$ cat config.mk
export PLATFORM = sky130hd
export DESIGN_NAME = life_bank_scheduler
export DESIGN_NICKNAME = d
export VERILOG_FILES = /design/src/rtl/life_bank_scheduler_pkg.sv /design/src/rtl/life_bank_scheduler_sched_arbiter.sv /design/src/rtl/life_bank_scheduler.sv
export SDC_FILE = /design/constraint.sdc
export NUM_CORES = 1
export LEC_CHECK = 0
export CAP_MARGIN = 30
export CORE_MARGIN = 4
export CORE_UTILIZATION = 33
export DETAILED_ROUTE_END_ITERATION = 16
export SETUP_SLACK_MARGIN = 0.1
export SLEW_MARGIN = 10
export SYNTH_ARGS = -nofsm -noshare
export SYNTH_HDL_FRONTEND = slang
export SYNTH_HIERARCHICAL = 1
export SYNTH_SLANG_ARGS = --single-unit
$ cat constraint.sdc
create_clock -name out_stream_aclk -period 4.88 [get_ports out_stream_aclk]
set_clock_uncertainty 0.05 [all_clocks]
set_input_delay 0.488 -clock out_stream_aclk [delete_from_list [all_inputs] [get_ports out_stream_aclk]]
set_output_delay 0.488 -clock out_stream_aclk [all_outputs]
set_load 0.005 [all_outputs]
$ cat src/rtl/life_bank_scheduler_pkg.sv
// Shared definitions for the Game-of-Life generation scheduler: FSM encoding,
// frame-store geometry and bank-select constants.
// No logic; latency/backpressure are properties of the modules that import this.
package life_bank_scheduler_pkg;

  // Frame store geometry: rows per BRAM bank and the row address width.
  localparam int Y_SIZE  = 720;
  localparam int Y_WIDTH = $clog2(Y_SIZE);

  // Bank select values as seen on rd_bank / wr_bank / cur_bank.
  localparam logic BANK_A = 1'b0;
  localparam logic BANK_B = 1'b1;

  // Scheduler states. The encoding is visible on sched_state for debug.
  typedef enum logic [1:0] {
    ST_IDLE      = 2'd0,
    ST_COMPUTE   = 2'd1,
    ST_WAIT_SWAP = 2'd2,
    ST_LOAD      = 2'd3
  } sched_state_t;

  // The bank that is not the given one (the bank receiving the next generation).
  function automatic logic other_bank(input logic bank);
    return (bank == BANK_A) ? BANK_B : BANK_A;
  endfunction

endpackage

$ cat src/rtl/life_bank_scheduler_sched_arbiter.sv
// Read-port arbiter for the displayed bank: fixed display priority, row mux, rvalid delay lines.
// Latency: grant and rd_addr are combinational; rvalid follows its grant by exactly RD_LAT cycles.
// Backpressure: none; the display is always granted, compute only gets the port when the display is idle.
module sched_arbiter
  import life_bank_scheduler_pkg::*;
#(
  parameter int Y_WIDTH = life_bank_scheduler_pkg::Y_WIDTH,
  parameter int RD_LAT  = 1
) (
  input  logic               out_stream_aclk,
  input  logic               periph_resetn,
  input  logic               disp_req,
  input  logic [Y_WIDTH-1:0] disp_row,
  input  logic               comp_req,
  input  logic [Y_WIDTH-1:0] comp_row,
  input  logic               comp_en,
  output logic               disp_gnt,
  output logic               comp_gnt,
  output logic [Y_WIDTH-1:0] rd_addr,
  output logic               disp_rvalid,
  output logic               comp_rvalid
);

  // Address of the most recent granted read; the port holds it while idle so
  // the BRAM address bus does not toggle needlessly.
  logic [Y_WIDTH-1:0] rd_addr_q;

  // One stage per cycle of BRAM latency, per requester.
  logic [RD_LAT-1:0] disp_pipe;
  logic [RD_LAT-1:0] comp_pipe;

  // Priority grant and row mux: display always wins, compute only while a generation runs.
  always_comb begin
    disp_gnt = disp_req;
    comp_gnt = comp_req & ~disp_req & comp_en;
    rd_addr  = rd_addr_q;
    if (disp_gnt) begin
      rd_addr = disp_row;
    end else if (comp_gnt) begin
      rd_addr = comp_row;
    end
  end

  // Remember the last granted row address.
  always_ff @(posedge out_stream_aclk or negedge periph_resetn) begin
    if (!periph_resetn) begin
      rd_addr_q <= '0;
    end else if (disp_gnt || comp_gnt) begin
      rd_addr_q <= rd_addr;
    end
  end

  generate
    if (RD_LAT == 1) begin : g_lat_one
      // Single-stage delay of each grant to line up with BRAM dout.
      always_ff @(posedge out_stream_aclk or negedge periph_resetn) begin
        if (!periph_resetn) begin
          disp_pipe <= '0;
          comp_pipe <= '0;
        end else begin
          disp_pipe <= disp_gnt;
          comp_pipe <= comp_gnt;
        end
      end
    end else begin : g_lat_multi
      // Multi-stage shift of each grant to line up with BRAM dout.
      always_ff @(posedge out_stream_aclk or negedge periph_resetn) begin
        if (!periph_resetn) begin
          disp_pipe <= '0;
          comp_pipe <= '0;
        end else begin
          disp_pipe <= {disp_pipe[RD_LAT-2:0], disp_gnt};
          comp_pipe <= {comp_pipe[RD_LAT-2:0], comp_gnt};
        end
      end
    end
  endgenerate

  assign disp_rvalid = disp_pipe[RD_LAT-1];
  assign comp_rvalid = comp_pipe[RD_LAT-1];

endmodule

$ cat src/rtl/life_bank_scheduler.sv
// Generation scheduler for the ping-pong Game-of-Life frame store (banks A/B) plus read/write port steering.
// Latency: grants, rd_addr and wr_* are zero-cycle combinational; gen_start/gen_abort are registered pulses.
// Backpressure: pause holds the FSM in IDLE; the display read always wins the port. Option: SCHED_STEP_EN.
module life_bank_scheduler
  import life_bank_scheduler_pkg::*;
#(
  parameter int Y_SIZE  = life_bank_scheduler_pkg::Y_SIZE,
  parameter int Y_WIDTH = $clog2(Y_SIZE),
  parameter int RD_LAT  = 1
) (
  input  logic               out_stream_aclk,
  input  logic               periph_resetn,
  input  logic               pause,
  input  logic               step,
  input  logic               load_en,
  input  logic               load_wr,
  input  logic [Y_WIDTH-1:0] load_row,
  input  logic               frame_sof,
  input  logic               disp_req,
  input  logic [Y_WIDTH-1:0] disp_row,
  output logic               disp_gnt,
  output logic               disp_rvalid,
  input  logic               comp_req,
  input  logic [Y_WIDTH-1:0] comp_row,
  output logic               comp_gnt,
  output logic               comp_rvalid,
  input  logic               comp_wr,
  input  logic [Y_WIDTH-1:0] comp_wr_row,
  output logic               gen_start,
  output logic               gen_abort,
  input  logic               gen_done,
  output logic               rd_bank,
  output logic [Y_WIDTH-1:0] rd_addr,
  output logic               wr_bank,
  output logic [Y_WIDTH-1:0] wr_addr,
  output logic               wr_en,
  output logic               cur_bank,
  output logic [31:0]        gen_count,
  output logic [1:0]         sched_state
);

  sched_state_t state;
  logic         cur_bank_q;
  logic [31:0]  gen_count_q;
  logic         gen_start_q;
  logic         gen_abort_q;
  logic         start_ok;

  // Whether IDLE may launch a new generation this cycle.
`ifdef SCHED_STEP_EN
  // A step pulse launches exactly one generation while paused.
  assign start_ok = ~pause | step;
`else
  // Pause freezes progression completely; step has no effect.
  assign start_ok = ~pause;
  logic unused_step;
  assign unused_step = step;
`endif

  // Generation sequencing: start, abort on host load, swap banks at the next frame boundary.
  always_ff @(posedge out_stream_aclk or negedge periph_resetn) begin
    if (!periph_resetn) begin
      state       <= ST_IDLE;
      cur_bank_q  <= BANK_A;
      gen_count_q <= '0;
      gen_start_q <= 1'b0;
      gen_abort_q <= 1'b0;
    end else begin
      gen_start_q <= 1'b0;
      gen_abort_q <= 1'b0;
      case (state)
        ST_IDLE: begin
          if (load_en) begin
            state <= ST_LOAD;
          end else if (start_ok) begin
            gen_start_q <= 1'b1;
            state       <= ST_COMPUTE;
          end
        end
        ST_COMPUTE: begin
          // Host load takes precedence over a completing generation.
          if (load_en) begin
            gen_abort_q <= 1'b1;
            state       <= ST_LOAD;
          end else if (gen_done) begin
            state <= ST_WAIT_SWAP;
          end
        end
        ST_WAIT_SWAP: begin
          // The swap waits only for the frame boundary, never for pause, so the
          // displayed image cannot tear mid-frame.
          if (load_en) begin
            state <= ST_LOAD;
          end else if (frame_sof) begin
            cur_bank_q  <= other_bank(cur_bank_q);
            gen_count_q <= gen_count_q + 32'd1;
            state       <= ST_IDLE;
          end
        end
        ST_LOAD: begin
          // A freshly loaded pattern is generation zero.
          if (!load_en) begin
            gen_count_q <= '0;
            state       <= ST_IDLE;
          end
        end
        default: begin
          state <= ST_IDLE;
        end
      endcase
    end
  end

  // Write steering: the engine fills the hidden bank, the host writes the shown bank.
  always_comb begin
    wr_en   = 1'b0;
    wr_bank = cur_bank_q;
    wr_addr = load_row;
    if (state == ST_COMPUTE) begin
      wr_bank = other_bank(cur_bank_q);
      wr_addr = comp_wr_row;
      wr_en   = comp_wr;
    end else if (state == ST_LOAD) begin
      wr_en = load_wr;
    end
  end

  sched_arbiter #(
    .Y_WIDTH (Y_WIDTH),
    .RD_LAT  (RD_LAT)
  ) u_sched_arbiter (
    .out_stream_aclk (out_stream_aclk),
    .periph_resetn   (periph_resetn),
    .disp_req        (disp_req),
    .disp_row        (disp_row),
    .comp_req        (comp_req),
    .comp_row        (comp_row),
    .comp_en         (state == ST_COMPUTE),
    .disp_gnt        (disp_gnt),
    .comp_gnt        (comp_gnt),
    .rd_addr         (rd_addr),
    .disp_rvalid     (disp_rvalid),
    .comp_rvalid     (comp_rvalid)
  );

  // The read port always serves the displayed bank.
  assign rd_bank     = cur_bank_q;
  assign cur_bank    = cur_bank_q;
  assign gen_count   = gen_count_q;
  assign gen_start   = gen_start_q;
  assign gen_abort   = gen_abort_q;
  assign sched_state = state;

endmodule
==> results of run 1 <==
-- cells in the mapped netlist (7+ instances only) --
| library cell | instances | area share |
|---|---|---|
| nand4b_1 | 11 | 0.034 |
| or4_1 | 18 | 0.047 |
| a21oi_1 | 21 | 0.037 |
| nor2_1 | 9 | 0.012 |
| nand4_1 | 7 | 0.015 |
| o21ai_0 | 8 | 0.014 |
| o311ai_1 | 19 | 0.058 |
| nand2_1 | 27 | 0.036 |
| mux2_2 | 11 | 0.043 |
| inv_1 | 17 | 0.022 |
| o31ai_1 | 18 | 0.047 |
| clkbuf_1 | 13 | 0.017 |
| dfrtp_1 | 49 | 0.43 |
-- cells by family (layout without fill, tap and decap cells) --
family | after synthesis | in the layout | synth area share
mux | 14 | 14 | 0.0539
fa+ha+maj | 1 | 1 | 0.00439
flops | 49 | 49 | 0.430
compound gates | 73 | 73 | 0.178
simple gates | 112 | 112 | 0.234
buf+inv | 44 | 141 | 0.0750
xor+xnor | 8 | 8 | 0.0246
-- area by class of cell --
type / instances / area, um^2 / area share
Multi-Input combinational cell: 208 / 1410 / 0.344
Sequential cell: 49 / 1230 / 0.299
Timing Repair Buffer: 117 / 1160 / 0.284
Tap cell: 105 / 131 / 0.0320
Clock buffer: 5 / 68.8 / 0.0168
Inverter: 17 / 63.8 / 0.0156
Clock inverter: 2 / 35.0 / 0.00854
-- sequential cells by signal, summed over array words and instances (netlist names) --
name	flops
cur_bank	1
u_sched_arbiter/comp_rvalid	1
u_sched_arbiter/rd_addr_q	10
gen_abort	1
gen_count	32
sched_state	2
gen_start	1
u_sched_arbiter/disp_rvalid	1
-- layer usage --
metal	GRT usage	up-vias
met4	0.0286	0
met3	0.0678	3
met1	0.198	1305
met2	0.256	106
li1	-	1328
met5	0	-
-- cells in the final DEF (no fill, tap or decap), types with 2 or more instances in the layout --
cell type and instances:
and4_1 3, o311ai_1 19, buf_4 3, or3_1 2
or4_1 18, xnor2_1 6, nor3_1 5, a31oi_1 2
nand4b_1 11, dfrtp_1 49, and2_1 4, or2_2 3
a21oi_1 21, o21ai_0 8, clkbuf_8 5, mux2i_1 3
o31ai_1 18, nand2b_1 3, nand2_1 27, xor2_1 2
nor2b_1 5, clkdlybuf4s50_1 112, inv_1 17, nor2_1 9
nor4_1 4, nand4_1 7, mux2_2 11, nand3_1 6
-- power groups by stage --
stage          clock [uW]  combinational (uW)  sequential (uW)
2_1_floorplan           0                96.2              459
3_3_place_gp            0                 237              466
3_5_place_dp            0                 239              466
5_1_grt               308                 262              465
6_report              286                 237              458
4_1_cts               294                 240              459
-- worst max-delay path, delay by kind of cell, from the launching register on --
| family | cells | cell delay (ns) |
|---|---|---|
| and+or+nand+nor | 2 | 0.85 |
| AOI/OAI and AO/OA | 1 | 0.13 |
| DFF | 1 | 0.63 |
| buffers and inverters | 2 | 0.88 |
-- per-stage QoR --
| stage | setup slack, ns | total power (uW) |
|---|---|---|
| after floorplan | 2.69 | 555 |
| after global placement | 1.76 | 703 |
| after detailed placement | 1.72 | 704 |
| after CTS | 1.51 | 993 |
| after global routing | 1.28 | 1040 |
| final | 1.55 | 981 |
-- final timing paths --
kind                                   start       endpoint  slack (ns)  depth (start not counted)
max                           sched_state[0]     rd_addr[8]        1.55                          5
min                            periph_resetn  gen_count[25]        0.23                          2
max reg2reg                   sched_state[1]  gen_count[28]        2.65                          4
min reg2reg                    gen_count[31]  gen_count[31]        0.50                          2
max in group asynchronous      periph_resetn   gen_count[7]        4.11                          2
min in group out_stream_aclk   gen_count[31]  gen_count[31]        0.50                          2
==> results.tsv, run 1 <==
stage	metric	value	unit
cells_and_area	Finished Layout Cells	503	
cells_and_area	NumNets Final	450	
synthesis	Post-synth EDFFs	0	
clock_network	clk root buf	clkbuf_8	
critical_path	CP startpoint kind	register	
timing	Final Critical Period	3.33	ns
timing	Final Max Tran Viols	0	
synthesis	most common flop cell mapped by yosys	dfrtp_1	
routing	total number of vias	2742	
clock_network	post_cts resized	0	
status	outcome	finished, final reports clean	
routing	Wirelength per Cell	15.7	um
timing	hold_ws	0.229	ns
timing	Fin Setup TNS	0	ns
pwr	sw frac	0.259	
pwr	sw power	254	uW
clock_network	worst skew pair latency	0.30	ns
clock_network	clock tree buffer depth	2	
floorplan	FP Rows	33	
global_routing	largest net degree at the start of global routing	50	
critical_path	CP arrival	2.79	ns
clock_network	postcts setup bufs	0	
pwr	sequential power share	0.467	
routing	Post-Route WL	7.87	mm
synthesis	register bit total from synthesis	49	
timing	final hold viol count	0	
cells_and_area	layout cells sized above 1	0.0779	
synthesis	synth unique cells	42	
floorplan	die area	0.0102	mm^2
floorplan	Die Wd	101	um
floorplan	Initial Utilization	0.344	
global_routing	initial antenna violation count	0	
critical_path	Worst Path Required	4.34	ns
routing	top sig layer	met4	
routing	DR iter-0 viols	84	
pwr	P_leak	0.00155	uW
critical_path	delay of the slowest cell on the worst path	0.71	ns
global_routing	vias in the first global route	2675	
critical_path	WS Path Type	reg2out	
timing	Max Fclk	300	MHz
place	placed inst area	0.00398	mm^2
clock_network	# clock sinks	49	
clock_network	TritonCTS clock tree	built	
clock_network	Reg clk slew, reported paths	0.09	ns
global_routing	first-pass GRT wire length	13.2	mm
timing	RSZ-0062 raised after global routing	false	
floorplan	I/O pin count	115	
global_routing	GR Overflow Total	0	
cells_and_area	fillers	816	
critical_path	Crit Path Max Fanout	16	
min_path	Hold WC Path Type	in2async	
routing	TritonRoute pass-1 iters	4	
timing	# setup viols final	0	
routing	vias per inst	5.45	
routing	M1 WL	3.29	mm
cells_and_area	fin area	0.00410	mm^2
clock_network	CTS H-tree depth	2	
synthesis	Mapped Area	0.00285	mm^2
timing	Worst-Margin Slew	0.798	ns
critical_path	critical path capture point type	output port	
pwr	P_int	727	uW
synthesis	Post-synth ARST share	1.00	
flow_run	maxcap violations	0	
synthesis	Synth Instances	301	
floorplan	area of the core	0.00830	mm^2
critical_path	CP cell instances	nor2b_1 -> buf_4 -> nand4b_1 -> o311ai_1 -> clkdlybuf4s50_1	
floorplan	Die H	101	um
routing	DR WL met2	3.72	mm
timing	final period utilization	0.682	
synthesis	Net Count, Synth	353	
place	Detail Placement HPWL	5.61	mm
critical_path	Crit-path slowest cell	nor2b_1	
cells_and_area	final core occ	0.494	
place	dpl cells	495	
pwr	combinational share of power	0.242	
routing	antenna-violating nets left	0	
synthesis	sequential cell area fraction in the yosys report	0.430	
pwr	Pwr per Cell Area	239	mW/mm^2
synthesis	Yosys warning total	6	
pwr	clock power share	0.291	
clock_network	count of hold-fix buffers inserted at cts	0	
clock_network	CTS Buf Count	5	
global_routing	all-layer global routing usage	0.158	
cells_and_area	ant diodes	0	
routing	met3 wire length	827	um
timing	max_slew headroom	0.467	
cells_and_area	Layout Area Growth over Synthesis	43.8	%
pwr	peak supply drop	0.130	mV
place	# port buffers	113	
place	Routability Congestion	0.785	
synthesis	Post-Synthesis Mean Instance Area	9.48	um^2
routing	drt drc	0	
No activity file was read; power rests on OpenSTA's default activity.
==> run 2, diff against run 1 <==
==> constraint.sdc (replaced) <==
create_clock -name out_stream_aclk -period 3.1 [get_ports out_stream_aclk]
set_clock_uncertainty 0.05 [all_clocks]
set_input_delay 0.31 -clock out_stream_aclk [delete_from_list [all_inputs] [get_ports out_stream_aclk]]
set_output_delay 0.31 -clock out_stream_aclk [all_outputs]
set_load 0.005 [all_outputs]
==> run 2 against run 1 <==
Effect of this change:
- first-iteration DRC count up 27%
- combinational power up 59%
- critical path depth unchanged
- wire length down 3.9%
- power up 49%
- setup slack worse by 1.1 ns
- non-clock buffer count up 3
- sequential share of layout area about the same
- count of clock-buffer cells in the layout up 3
- highest routed layer unchanged
==> results.tsv, run 2 (same netlist as run 1, synthesis figures left out) <==
stage	metric	value	unit	change
critical_path	delay of the slowest cell on the worst path	0.52	ns	was 0.71 ns
routing	top sig layer	met4		unchanged
routing	antenna-violating nets left	0		unchanged
critical_path	Reg-to-Reg End	gen_count[28]		unchanged
floorplan	Initial Utilization	0.344		unchanged
critical_path	WS Path Type	reg2out		unchanged
critical_path	CP startpoint kind	register		unchanged
status	outcome	finished, final reports clean		unchanged
critical_path	R2R Setup Slk	0.89	ns	was 2.65 ns
place	Detail Placement HPWL	5.44	mm	was 5.61 mm
global_routing	largest net degree at the start of global routing	44		was 50
clock_network	TritonCTS clock tree	built		unchanged
routing	Wirelength per Cell	14.9	um	was 15.7 um
pwr	peak supply drop	0.180	mV	was 0.130 mV
timing	Final Max Tran Viols	0		unchanged
routing	vias per inst	5.26		was 5.45
critical_path	WP buf/inv	2		unchanged
global_routing	first-pass GRT wire length	12.5	mm	was 13.2 mm
cells_and_area	NumNets Final	453		was 450
clock_network	clock tree buffer depth	2		unchanged
cells_and_area	Layout Area Growth over Synthesis	43.6	%	was 43.8%
min_path	Hold Path End	gen_count[31]		
place	placed inst area	0.00401	mm^2	was 0.00398 mm^2
routing	DR iter-0 viols	107		was 84
timing	Worst-Margin Slew	0.623	ns	was 0.798 ns
routing	drt drc	0		unchanged
timing	# setup viols final	0		unchanged
floorplan	die area	0.0102	mm^2	unchanged
routing	TritonRoute pass-1 iters	4		unchanged
global_routing	GR Overflow Total	0		unchanged
critical_path	Top delay family on crit path	buffers and inverters		unchanged
min_path	Hold WC Path Type	reg2reg		was in2async
clock_network	clk root buf	clkbuf_8		unchanged
clock_network	post_cts resized	0		unchanged
clock_network	Reg clk slew, reported paths	0.08	ns	was 0.09 ns
cells_and_area	ant diodes	0		unchanged
clock_network	# clock sinks	49		unchanged
critical_path	Worst R2R Start	gen_count[4]		was sched_state[1]
cells_and_area	layout cells sized above 1	0.0771		was 0.0779
floorplan	area of the core	0.00830	mm^2	unchanged
global_routing	all-layer global routing usage	0.150		was 0.158
clock_network	worst skew pair latency	0.30	ns	about the same
critical_path	Worst Path Required	2.74	ns	was 4.34 ns
cells_and_area	final core occ	0.493		was 0.494
min_path	Hold Path Origin	gen_count[31]		
place	Routability Congestion	0.759		was 0.785
cells_and_area	Largest register FFs	32		unchanged
routing	total number of vias	2667		was 2742
critical_path	critical path capture point type	output port		unchanged
cells_and_area	commonest non-fill, non-tap cells in the layout	clkdlybuf4s50_1 (112), dfrtp_1 (49), nand2_1 (27)		unchanged
global_routing	vias in the first global route	2623		was 2675
place	# port buffers	113		unchanged
critical_path	CP cell instances	nor2b_1 -> buf_4 -> and2_4 -> nor2b_1 -> clkdlybuf4s50_1		was nor2b_1 -> buf_4 -> nand4b_1 -> o311ai_1 -> clkdlybuf4s50_1
timing	final period utilization	0.850		
global_routing	initial antenna violation count	0		unchanged
cells_and_area	fin area	0.00410	mm^2	about the same
critical_path	CP arrival	2.28	ns	was 2.79 ns
routing	met3 wire length	747	um	was 827 um
timing	Fin Setup TNS	0	ns	unchanged
min_path	hold depth	2		
critical_path	Crit Path Max Fanout	23		was 16
floorplan	I/O pin count	115		unchanged
routing	DR WL met2	3.48	mm	was 3.72 mm
flow_run	maxcap violations	0		unchanged
clock_network	CTS Buf Count	5		unchanged
floorplan	Die H	101	um	unchanged
critical_path	Crit-path slowest cell	clkdlybuf4s50_1		was nor2b_1
clock_network	CTS H-tree depth	2		unchanged
cells_and_area	commonest non-fill, non-tap cell in the layout	clkdlybuf4s50_1		unchanged
routing	Post-Route WL	7.57	mm	was 7.87 mm
routing	M1 WL	3.32	mm	was 3.29 mm
pwr	Pwr per Cell Area	357	mW/mm^2	was 239 mW/mm^2
timing	Final Critical Period	2.64	ns	
critical_path	CP dominant cell by count	nor2b_1		
timing	RSZ-0062 raised after global routing	false		unchanged
critical_path	r2r worst-path depth	4		unchanged
floorplan	Die Wd	101	um	unchanged
timing	Max Fclk	379	MHz	
pwr	P_leak	0.00154	uW	was 0.00155 uW
timing	final hold viol count	0		unchanged
timing	max_slew headroom	0.584		was 0.467
floorplan	FP Rows	33		unchanged
[run 2: cell types whose count changed in the layout (fill, tap and decap cells not counted), sizes merged]
cell and change:
bufinv -1, clkbuf +3, clkinv -1, buf +2, dlygate4sd3 +1
[run 2: routing by layer]
metal  up-vias  global-route usage
li1       1325                   -
met1      1243               0.193
met2        95               0.239
met3         4              0.0609
met4         0              0.0276
met5         -                   0
[run 2: what timing repair did]
action / CTS / global route
hold buffers: 1 / 0
endpoints found under the hold margin: 27 / 0
setup buffers: 0 / 0
[run 2: stage by stage]
stage / hold slack (ns) / instances / setup slack, ns / total power (uW)
after CTS: 0.509 / 507 / 0.418 / 1490
after detailed placement: 0.321 / 498 / 0.555 / 1110
after global routing: 0.537 / 507 / 0.280 / 1550
after floorplan: -0.0356 / 301 / 1.08 / 874
after global placement: 0.327 / 498 / 0.589 / 1110
final: 0.501 / 507 / 0.464 / 1460
[run 2: worst max path at each step]
stage / slack [ns] / depth (start not counted) / start / end
5_1_grt: 0.28 / 5 / sched_state[1] / comp_gnt
6_report: 0.46 / 5 / sched_state[1] / comp_gnt
4_1_cts: 0.42 / 5 / sched_state[1] / comp_gnt
3_5_place_dp: 0.55 / 5 / load_en / gen_count[31]
2_1_floorplan: 1.08 / 5 / gen_count[5] / gen_count[22]
3_3_place_gp: 0.59 / 5 / load_en / gen_count[31]
[run 2: cell type report]
| class | instances | area [um^2] |
|---|---|---|
| flip-flops and latches | 49 | 1230 |
| fillers | 786 | 4200 |
| multi-input cells | 208 | 1410 |
| clock buffers | 8 | 80.1 |
| well taps | 105 | 131 |
| inverters | 17 | 63.8 |
| repair buffers | 120 | 1180 |
[run 2: worst register-to-register path, delay by kind of cell, from the launching register on]
family	cells	cell delay (ns)
AO/OA/AOI/OAI	1	0.15
flip-flops	1	0.46
AND/OR/NAND/NOR	3	1.47
[run 2: power breakdown]
part | switching (uW) | leakage [uW] | total, uW | internal, uW
sequential | 42.5 | 0.000653 | 720 | 677
clock | 204 | 0.0000395 | 365 | 161
combinational | 145 | 0.000850 | 378 | 234
